--- src/rtl/multi_pulse_stretch_if.sv ---
// Pulse stretcher bus: raw channel inputs and mode/clear controls in,
// stretched pulses and per-channel status out.
interface multi_pulse_stretch_if #(
  parameter int CH = 4
);
  logic [CH-1:0] data_in;
  logic [1:0]    edge_mode;
  logic          clr_ovf;
  logic [CH-1:0] dataout;
  logic [CH-1:0] busy;
  logic [CH-1:0] overflow;

  modport master (
    output data_in, edge_mode, clr_ovf,
    input  dataout, busy, overflow
  );

  modport slave (
    input  data_in, edge_mode, clr_ovf,
    output dataout, busy, overflow
  );
endinterface

--- src/rtl/multi_pulse_stretch.sv ---
// Multi-channel edge detector and pulse stretcher: each detected edge is queued
// and replayed as a STRETCH-cycle high pulse followed by at least GAP cycles low.
module multi_pulse_stretch #(
  parameter int CH          = 4,
  parameter int SYNC_STAGES = 2,
  parameter int STRETCH     = 10,
  parameter int GAP         = 10,
  parameter int CNT_W       = 4
) (
  input  logic                 clk,
  input  logic                 rst,
  multi_pulse_stretch_if.slave bus
);

  localparam int TMAX = (STRETCH > GAP) ? STRETCH : GAP;
  localparam int TW   = (TMAX > 1) ? $clog2(TMAX) : 1;
  localparam logic [TW-1:0]    HIGH_LD  = TW'(STRETCH - 1);
  localparam logic [TW-1:0]    LOW_LD   = TW'(GAP - 1);
  localparam logic [CNT_W-1:0] PEND_MAX = '1;

  localparam logic [1:0] IDLE = 2'd0;
  localparam logic [1:0] HIGH = 2'd1;
  localparam logic [1:0] LOW  = 2'd2;

  logic [CH-1:0]    s;
  logic [CH-1:0]    prev;
  logic [CH-1:0]    det;
  logic [1:0]       state   [CH];
  logic [1:0]       state_n [CH];
  logic [TW-1:0]    cnt     [CH];
  logic [TW-1:0]    cnt_n   [CH];
  logic [CNT_W-1:0] pend    [CH];
  logic [CNT_W-1:0] pend_n  [CH];
  logic [CH-1:0]    launch;
  logic [CH-1:0]    drop;
  logic [CH-1:0]    dout;
  logic [CH-1:0]    dout_n;
  logic [CH-1:0]    ovf;
  logic [CH-1:0]    busy_v;

  // Input synchroniser; zero stages means the input is already in the clk domain
  generate
    if (SYNC_STAGES == 0) begin : g_nosync
      assign s = bus.data_in;
    end else begin : g_sync
      logic [CH-1:0] chain [SYNC_STAGES];
      always_ff @(posedge clk or posedge rst) begin
        if (rst) begin
          for (int i = 0; i < SYNC_STAGES; i++) chain[i] <= '0;
        end else begin
          chain[0] <= bus.data_in;
          for (int i = 1; i < SYNC_STAGES; i++) chain[i] <= chain[i-1];
        end
      end
      assign s = chain[SYNC_STAGES-1];
    end
  endgenerate

  always_ff @(posedge clk or posedge rst) begin
    if (rst) prev <= '0;
    else     prev <= s;
  end

  always_comb begin
    case (bus.edge_mode)
      2'b00:   det = s & ~prev;
      2'b01:   det = ~s & prev;
      2'b10:   det = s ^ prev;
      default: det = '0;
    endcase
  end

  // Per-channel sequencing and event queue
  always_comb begin
    launch = '0;
    drop   = '0;
    dout_n = '0;
    for (int c = 0; c < CH; c++) begin
      state_n[c] = state[c];
      cnt_n[c]   = cnt[c];
      pend_n[c]  = pend[c];
      case (state[c])
        IDLE: launch[c] = det[c] || (pend[c] != '0);
        HIGH: begin
          if (cnt[c] == '0) begin
            state_n[c] = LOW;
            cnt_n[c]   = LOW_LD;
          end else begin
            cnt_n[c] = cnt[c] - 1'b1;
          end
        end
        LOW: begin
          if (cnt[c] == '0) begin
            launch[c]  = det[c] || (pend[c] != '0);
            state_n[c] = IDLE;
          end else begin
            cnt_n[c] = cnt[c] - 1'b1;
          end
        end
        default: state_n[c] = IDLE;
      endcase
      if (launch[c]) begin
        state_n[c] = HIGH;
        cnt_n[c]   = HIGH_LD;
      end
      // A launch with both sources takes from the queue and refills it with det
      if (launch[c]) begin
        if (!det[c] && (pend[c] != '0)) pend_n[c] = pend[c] - 1'b1;
      end else if (det[c]) begin
        if (pend[c] == PEND_MAX) drop[c] = 1'b1;
        else                     pend_n[c] = pend[c] + 1'b1;
      end
      dout_n[c] = (state_n[c] == HIGH);
    end
  end

  always_ff @(posedge clk or posedge rst) begin
    if (rst) begin
      for (int c = 0; c < CH; c++) begin
        state[c] <= IDLE;
        cnt[c]   <= '0;
        pend[c]  <= '0;
      end
      dout <= '0;
      ovf  <= '0;
    end else begin
      for (int c = 0; c < CH; c++) begin
        state[c] <= state_n[c];
        cnt[c]   <= cnt_n[c];
        pend[c]  <= pend_n[c];
      end
      dout <= dout_n;
      ovf  <= drop | (ovf & ~{CH{bus.clr_ovf}});
    end
  end

  always_comb begin
    busy_v = '0;
    for (int c = 0; c < CH; c++) begin
      busy_v[c] = (state[c] != IDLE) || (pend[c] != '0);
    end
  end

  assign bus.dataout  = dout;
  assign bus.busy     = busy_v;
  assign bus.overflow = ovf;

endmodule

--- src/flat_wrapper.sv ---
// flat-port wrapper written by rule: the top's interface ports become plain ports
module multi_pulse_stretch_flat 
#(
  parameter int CH          = 4,
  parameter int SYNC_STAGES = 2,
  parameter int STRETCH     = 10,
  parameter int GAP         = 10,
  parameter int CNT_W       = 4
)
  (clk, rst, bus_data_in, bus_edge_mode, bus_clr_ovf, bus_dataout, bus_busy, bus_overflow);
  multi_pulse_stretch_if #(.CH(CH)) bus_i ();
  input  logic clk;
  input  logic rst;
  input wire logic [$bits(bus_i.data_in)-1:0] bus_data_in;
  input wire logic [$bits(bus_i.edge_mode)-1:0] bus_edge_mode;
  input wire logic [$bits(bus_i.clr_ovf)-1:0] bus_clr_ovf;
  output wire logic [$bits(bus_i.dataout)-1:0] bus_dataout;
  output wire logic [$bits(bus_i.busy)-1:0] bus_busy;
  output wire logic [$bits(bus_i.overflow)-1:0] bus_overflow;
  assign bus_i.data_in = bus_data_in;
  assign bus_i.edge_mode = bus_edge_mode;
  assign bus_i.clr_ovf = bus_clr_ovf;
  assign bus_dataout = bus_i.dataout;
  assign bus_busy = bus_i.busy;
  assign bus_overflow = bus_i.overflow;
  multi_pulse_stretch #(.CH(CH), .SYNC_STAGES(SYNC_STAGES), .STRETCH(STRETCH), .GAP(GAP), .CNT_W(CNT_W)) u_core (.clk(clk), .rst(rst), .bus(bus_i));
endmodule
--- config.mk ---
export PLATFORM = sky130hd
export DESIGN_NAME = multi_pulse_stretch_flat
export DESIGN_NICKNAME = d
export VERILOG_FILES = /design/src/rtl/multi_pulse_stretch_if.sv /design/src/rtl/multi_pulse_stretch.sv /design/src/flat_wrapper.sv
export SDC_FILE = /design/constraint.sdc
export NUM_CORES = 1
export LEC_CHECK = 0
export BUFFER_PORTS_ARGS = -buffer_cell sky130_fd_sc_hd__buf_2
export CORE_MARGIN = 2
export CORE_UTILIZATION = 50
export CTS_BUF_LIST = sky130_fd_sc_hd__clkbuf_2
export CTS_CLUSTER_DIAMETER = 30
export DETAILED_ROUTE_END_ITERATION = 8
export PLACE_DENSITY = 0.7
export SYNTH_ARGS = -nofsm -noshare
export SYNTH_HDL_FRONTEND = slang
export SYNTH_SLANG_ARGS = --single-unit
--- constraint.sdc ---
create_clock -name clk -period 4.3 [get_ports clk]
set_input_delay 0.215 -clock clk [delete_from_list [all_inputs] [get_ports clk]]
set_output_delay 0.215 -clock clk [all_outputs]
set_load 0.005 [all_outputs]
-- Yosys cells after proc, flatten, opt, wreduce, memory -nomap -nowiden
Cells that the tools add are included.
- flip-flop bits (word level): 60
- latch bits: 0
- bits in writable memories: 0
- memory bits (read-only): 0
- bits of input ports: 9
- logic and storage cells: 185
- memories: 0
- add/subtract/negate cells: 12
- multiply operators: 0
- div/mod/pow operators: 0
- order comparisons: 0
- equality and inequality tests: 30
- shifts and indexed selects: 0
- muxes and demuxes: 69
- bitwise logic cells: 8
- reduce and logical (&&, ||, !) cells: 49
- operator list (kind ; count):
    $mux 4 ; 28
    $pmux 4 s2 ; 4
    $sub 4x1->4 const B ; 8
    $mux 2 ; 12
    $pmux 2 s3 ; 4
    $eq 2x1->1 const B ; 9
    $add 4x1->4 const B ; 4
    $eq 4x4->1 const B ; 4
    $logic_not 4->1 ; 4
    $mux 1 ; 16
    $reduce_bool 2->1 ; 8
    $reduce_bool 4->1 ; 4
    $and 4x4->4 ; 3
    $ne 3x2->1 const B ; 4
    $not 4->4 ; 3
    $pmux 4 s3 ; 1
    $reduce_and 3->1 ; 4
    $reduce_bool 3->1 ; 4
    $eq 2x2->1 const B ; 5
    $logic_not 2->1 ; 5
    $logic_or 1x1->1 ; 8
    $ne 2x1->1 const B ; 4
    $ne 2x2->1 const B ; 4
    $pmux 1 s2 ; 4
    other kinds (5) ; 14

-- Logic depth before layout (Yosys ltp)
- word-level depth: 8
- mapped depth: 12
- mapped depth without buffers: 12

-- Least setup slack after synthesis
Ideal clock, no wire load.
- path kind: reg-to-reg
- from: register u_core.g_sync.chain (netlist bit u_core.s[0])
- to: register u_core.pend[15] in the netlist's numbering
- arrival time: 2.348 ns
- required time: 4.171 ns
- slack: 1.823 ns
- cell stages (with the launch flop): 12
- period minus slack after synthesis: 2.477 ns
- cell sequence: dfrtp_1 > ha_1 > or2_1 > a32oi_4 > a21o_2 > inv_2 > ha_1 > a21o_1 > a21oi_1 > nand3_1 > mux2i_1 > nor4b_2
- cells in the longest elaborated chain, start to end: 8
- ends and longest elaborated chain (item ; RTL line ; text):
    from (decl) ; multi_pulse_stretch.sv:46 ; logic [CH-1:0] chain [SYNC_STAGES];
    $not 4->4 ; multi_pulse_stretch.sv:67 ; 2'b01: det = ~s & prev;
    $and 4x4->4 ; multi_pulse_stretch.sv:67 ;
    $pmux 4 s3 * ; multi_pulse_stretch.sv:65 ; case (bus.edge_mode)
    $logic_or 1x1->1 ; multi_pulse_stretch.sv:83, multi_pulse_stretch.sv:94 ;
    $mux 1 ; multi_pulse_stretch.sv:93 ; if (cnt[c] == '0) begin
    $pmux 1 s2 ; multi_pulse_stretch.sv:82 ; case (state[c])
    $ne 2x2->1 (no line), or another cell as far along ; -- ;
    $reduce_and 3->1 (no line) ; -- ;
    to (signal, indexed assignment) ; multi_pulse_stretch.sv:130 ; pend[c] <= pend_n[c];
    to (decl) ; multi_pulse_stretch.sv:32 ; logic [CNT_W-1:0] pend [CH];
Every way passes the cells marked *; elsewhere a longest branch is shown, timed or not.
A chain may end at the register's enable or synchronous reset.

-- Worst setup path in the final report
- from: register u_core.cnt[12] in the netlist's numbering
- to: register u_core.pend[15] in the netlist's numbering
- cells in the longest elaborated chain, start to end: 5
- ends and longest elaborated chain (item ; RTL line ; text):
    from (decl) ; multi_pulse_stretch.sv:30 ; logic [TW-1:0] cnt [CH];
    from (signal, indexed assignment) ; multi_pulse_stretch.sv:129 ; cnt[c] <= cnt_n[c];
    $logic_not 4->1 * ; multi_pulse_stretch.sv:93 ;
    $mux 1 * ; multi_pulse_stretch.sv:93 ;
    $pmux 1 s2 * ; multi_pulse_stretch.sv:82 ;
    $ne 2x2->1 (no line), or another cell as far along ; -- ;
    $reduce_and 3->1 (no line) ; -- ;
Marks and branches as above.

==> metrics <==
critical path depth 12; Max Root-Sink Buffers 2; RSZ-0062 raised after global routing false; # diodes 0; WHS Endpoint u_core.bus.overflow[0]; Max stage delay on crit path between 400 and 500 ps; Max VDD drop a little under 0.0004 V; syn nets ~420; Setup TNS Final 0 ps; Worst-Skew Late Latency ~530 ps; placed insts 490; Tmin final approximately 2800 ps; Routed Antenna Nets 0; Global Route Usage Sum about 18%; critical path peak fanout 8; Final Worst Setup Slack between 1500 and 2000 ps; CP Launch Point u_core.cnt[12]; CP bufs+invs 2; Setup CP Type flip-flop to flip-flop; most common cell after layout, fill and taps aside dfrtp_1; Synth Flop Type dfrtp_1; Area Overhead vs Synth 10.1%; final instance area approximately 4000 µm²; Switching Share around 45%; syn avg cell area 9.81 µm²; DR vias 2,625; final hold slack roughly 290 ps; DP Wirelength ~4.6 mm; R2R Path End u_core.pend[15]; CP max stage cell dfrtp_1; overall power about 2.7 mW; post-synthesis sequential area ratio between 40% and 50%; worst path cell trace inv_1 > ha_1 > nor3b_2 > a21oi_1 > a21o_2 > inv_2 > ha_1 > a21o_1 > a21oi_1 > nand3_1 > mux2i_1 > nor4b_2; initial antenna violation count 0; CP Data Arrival Time 3190 ps; Fin. Hold Viols 0; Least-Margin Pin Slew about 740 ps; worst hold path stage count 4; Clock Power Share 10.6%; Cell variety after synth 58; global-route wire length before repair 11.0 mm; vias in the first global route 2,504; Total Die Area 7950 µm²; Power Dens Cells 675 nW/µm²; setup bufs post-CTS 0; Slew HR 50.4%; TritonCTS clock tree built; reg-to-reg slack, setup around 1500 ps; Pre-Repair DR Iteration Count 4; Area after DPL roughly 3900 µm²; grt total ovfl 0; DR WL/cell 12.4 µm; outcome completed; Slew Limit Fails 0; Setup WS pre-CTS ~1500 ps; Worst Hold Class input port to flip-flop; post-synthesis async set-or-reset flop share between 90% and 100%; IO Pins 21; Reg clk slew, reported paths 150 ps; final wirelength between 6 and 7 mm; max_cap viols 0; min-delay src bus_edge_mode[0]; Cell Rows 31; Die Ht around 89 µm; Largest delay share family, worst path compound AO/OA/AOI/OAI gates; post-synthesis cell count between 300 and 400; cts bufs inserted 9; port bufs 20; Fin Clk Skew between 20 and 30 ps; Seq cells post-synth 60; Req. time, crit path ~4700 ps; Die Wd just under 90 µm; DRC Markers 0; reg2reg start u_core.cnt[12]; # clock sinks 60; CP Launch Type flip-flop; final net count ~460; Root Buffer clkbuf_2; final core occ 56.0%; initial cell density of the core 50.8%; Ys Warns 0; routability cong. 0.804; Setup-failing EPs final 0; layout cell share with drive strength beyond 1 between 10% and 20%; most frequent cells in the layout dfrtp_1, nand2_1, inv_1; Tcrit/Tclk final 64.7%; Internal 1.48 mW; FF-to-FF path depth 12; Highest Clock Rate between 300 and 400 MHz; Clock H-tree levels 3; sequential power share a little over a third; DR iter-0 viols roughly 120; core box area approximately 7100 µm²; Vias/cell 5.13; Mapped Area roughly 3600 µm²; pin count of the biggest net entering global routing 61; switching power total 1.21 mW; Non-Filler Instances slightly above 500; static leakage between 1.5 and 2 nW; number of synthesized flops with an enable pin 0; Comb pwr share 53.2%; Worst Setup End Kind flip-flop
-- what timing repair did --
item / in CTS / in global routing
resized for setup: 0 / 0
endpoints found under the setup margin: 0 / 0
hold endpoints to repair: 67 / 0
hold buffers: 6 / 0
-- worst register-to-register path: stages, from the launching register on --
cell     delay [ps]
dfrtp_1         430
inv_1            90
ha_1            260
nor3b_2         360
a21oi_1         120
a21o_2          270
inv_2           120
ha_1            230
a21o_1          170
a21oi_1         250
nand3_1         110
mux2i_1         180
nor4b_2          70
-- power by group through the flow --
stage	clock network (mW)	registers [mW]	logic [mW]
2_1_floorplan	0	0.941	1.17
3_3_place_gp	0	0.975	1.39
3_5_place_dp	0	0.987	1.43
4_1_cts	0.295	0.976	1.45
5_1_grt	0.322	1.01	1.67
6_report	0.286	0.975	1.43
-- cell type report --
type | instances | area [µm²]
fill | 671 | 3140
multi-input combinational | 266 | 1960
sequential | 60 | 1500
timing repair buffer | 27 | 168
inverter | 44 | 168
tap | 99 | 124
clock buffer | 12 | 60.1
clock inverter | 4 | 16.3
-- kinds of logic after synthesis --
logic type,after synthesis,share of synthesized area (%)
buffers and inverters,44,4.62
adder cells (fa/ha/maj),40,14.2
AO/OA/AOI/OAI,76,15.2
AND/OR/NAND/NOR,135,20.0
flip-flops,60,41.4
XOR/XNOR,10,2.41
multiplexers,5,2.14
-- worst max path at each step --
stage	to	slack, ps
after detailed placement	u_core.pend[15]	1540
after CTS	u_core.pend[15]	1500
after floorplan	u_core.pend[15]	1820
after global placement	u_core.pend[15]	1660
final	u_core.pend[15]	1520
after global routing	u_core.pend[15]	1260
-- registers in the layout (all words and copies together) (netlist names) --
name and cells:
u_core.s 4, u_core.cnt 16, u_core.state 8, u_core.bus.overflow 4
u_core.pend 16, u_core.bus.dataout 4, u_core.prev 4, u_core.g_sync.chain 4
-- Yosys cell counts, types with 4 or more instances --
| cell type | number | area share (%) |
|---|---|---|
| a21o_1 | 6 | 1.2 |
| a21oi_1 | 19 | 2.6 |
| dfrtp_1 | 60 | 41 |
| ha_1 | 38 | 13 |
| inv_1 | 41 | 4.2 |
| nand2_1 | 50 | 5.2 |
| nand2b_1 | 5 | 0.86 |
| nand3b_1 | 4 | 0.83 |
| nand4_1 | 4 | 0.69 |
| nor2_1 | 27 | 2.8 |
| nor2b_1 | 6 | 1.0 |
| nor3_1 | 8 | 1.1 |
| o211ai_1 | 4 | 0.83 |
| o21ai_0 | 14 | 1.9 |
| o22ai_1 | 4 | 0.69 |
| or2_1 | 4 | 0.69 |
| xnor2_1 | 4 | 0.97 |
| xor2_1 | 6 | 1.4 |
-- per-layer routing --
metal  track usage [%]  wire length (µm)  up-vias
li1                  -                 -     1358
met1              24.3              3170     1227
met2              27.2              2820       29
met3              4.25               204       11
met4              9.63               136        0
met5                 0                 0        -
Power figures use the tool's default switching activity.
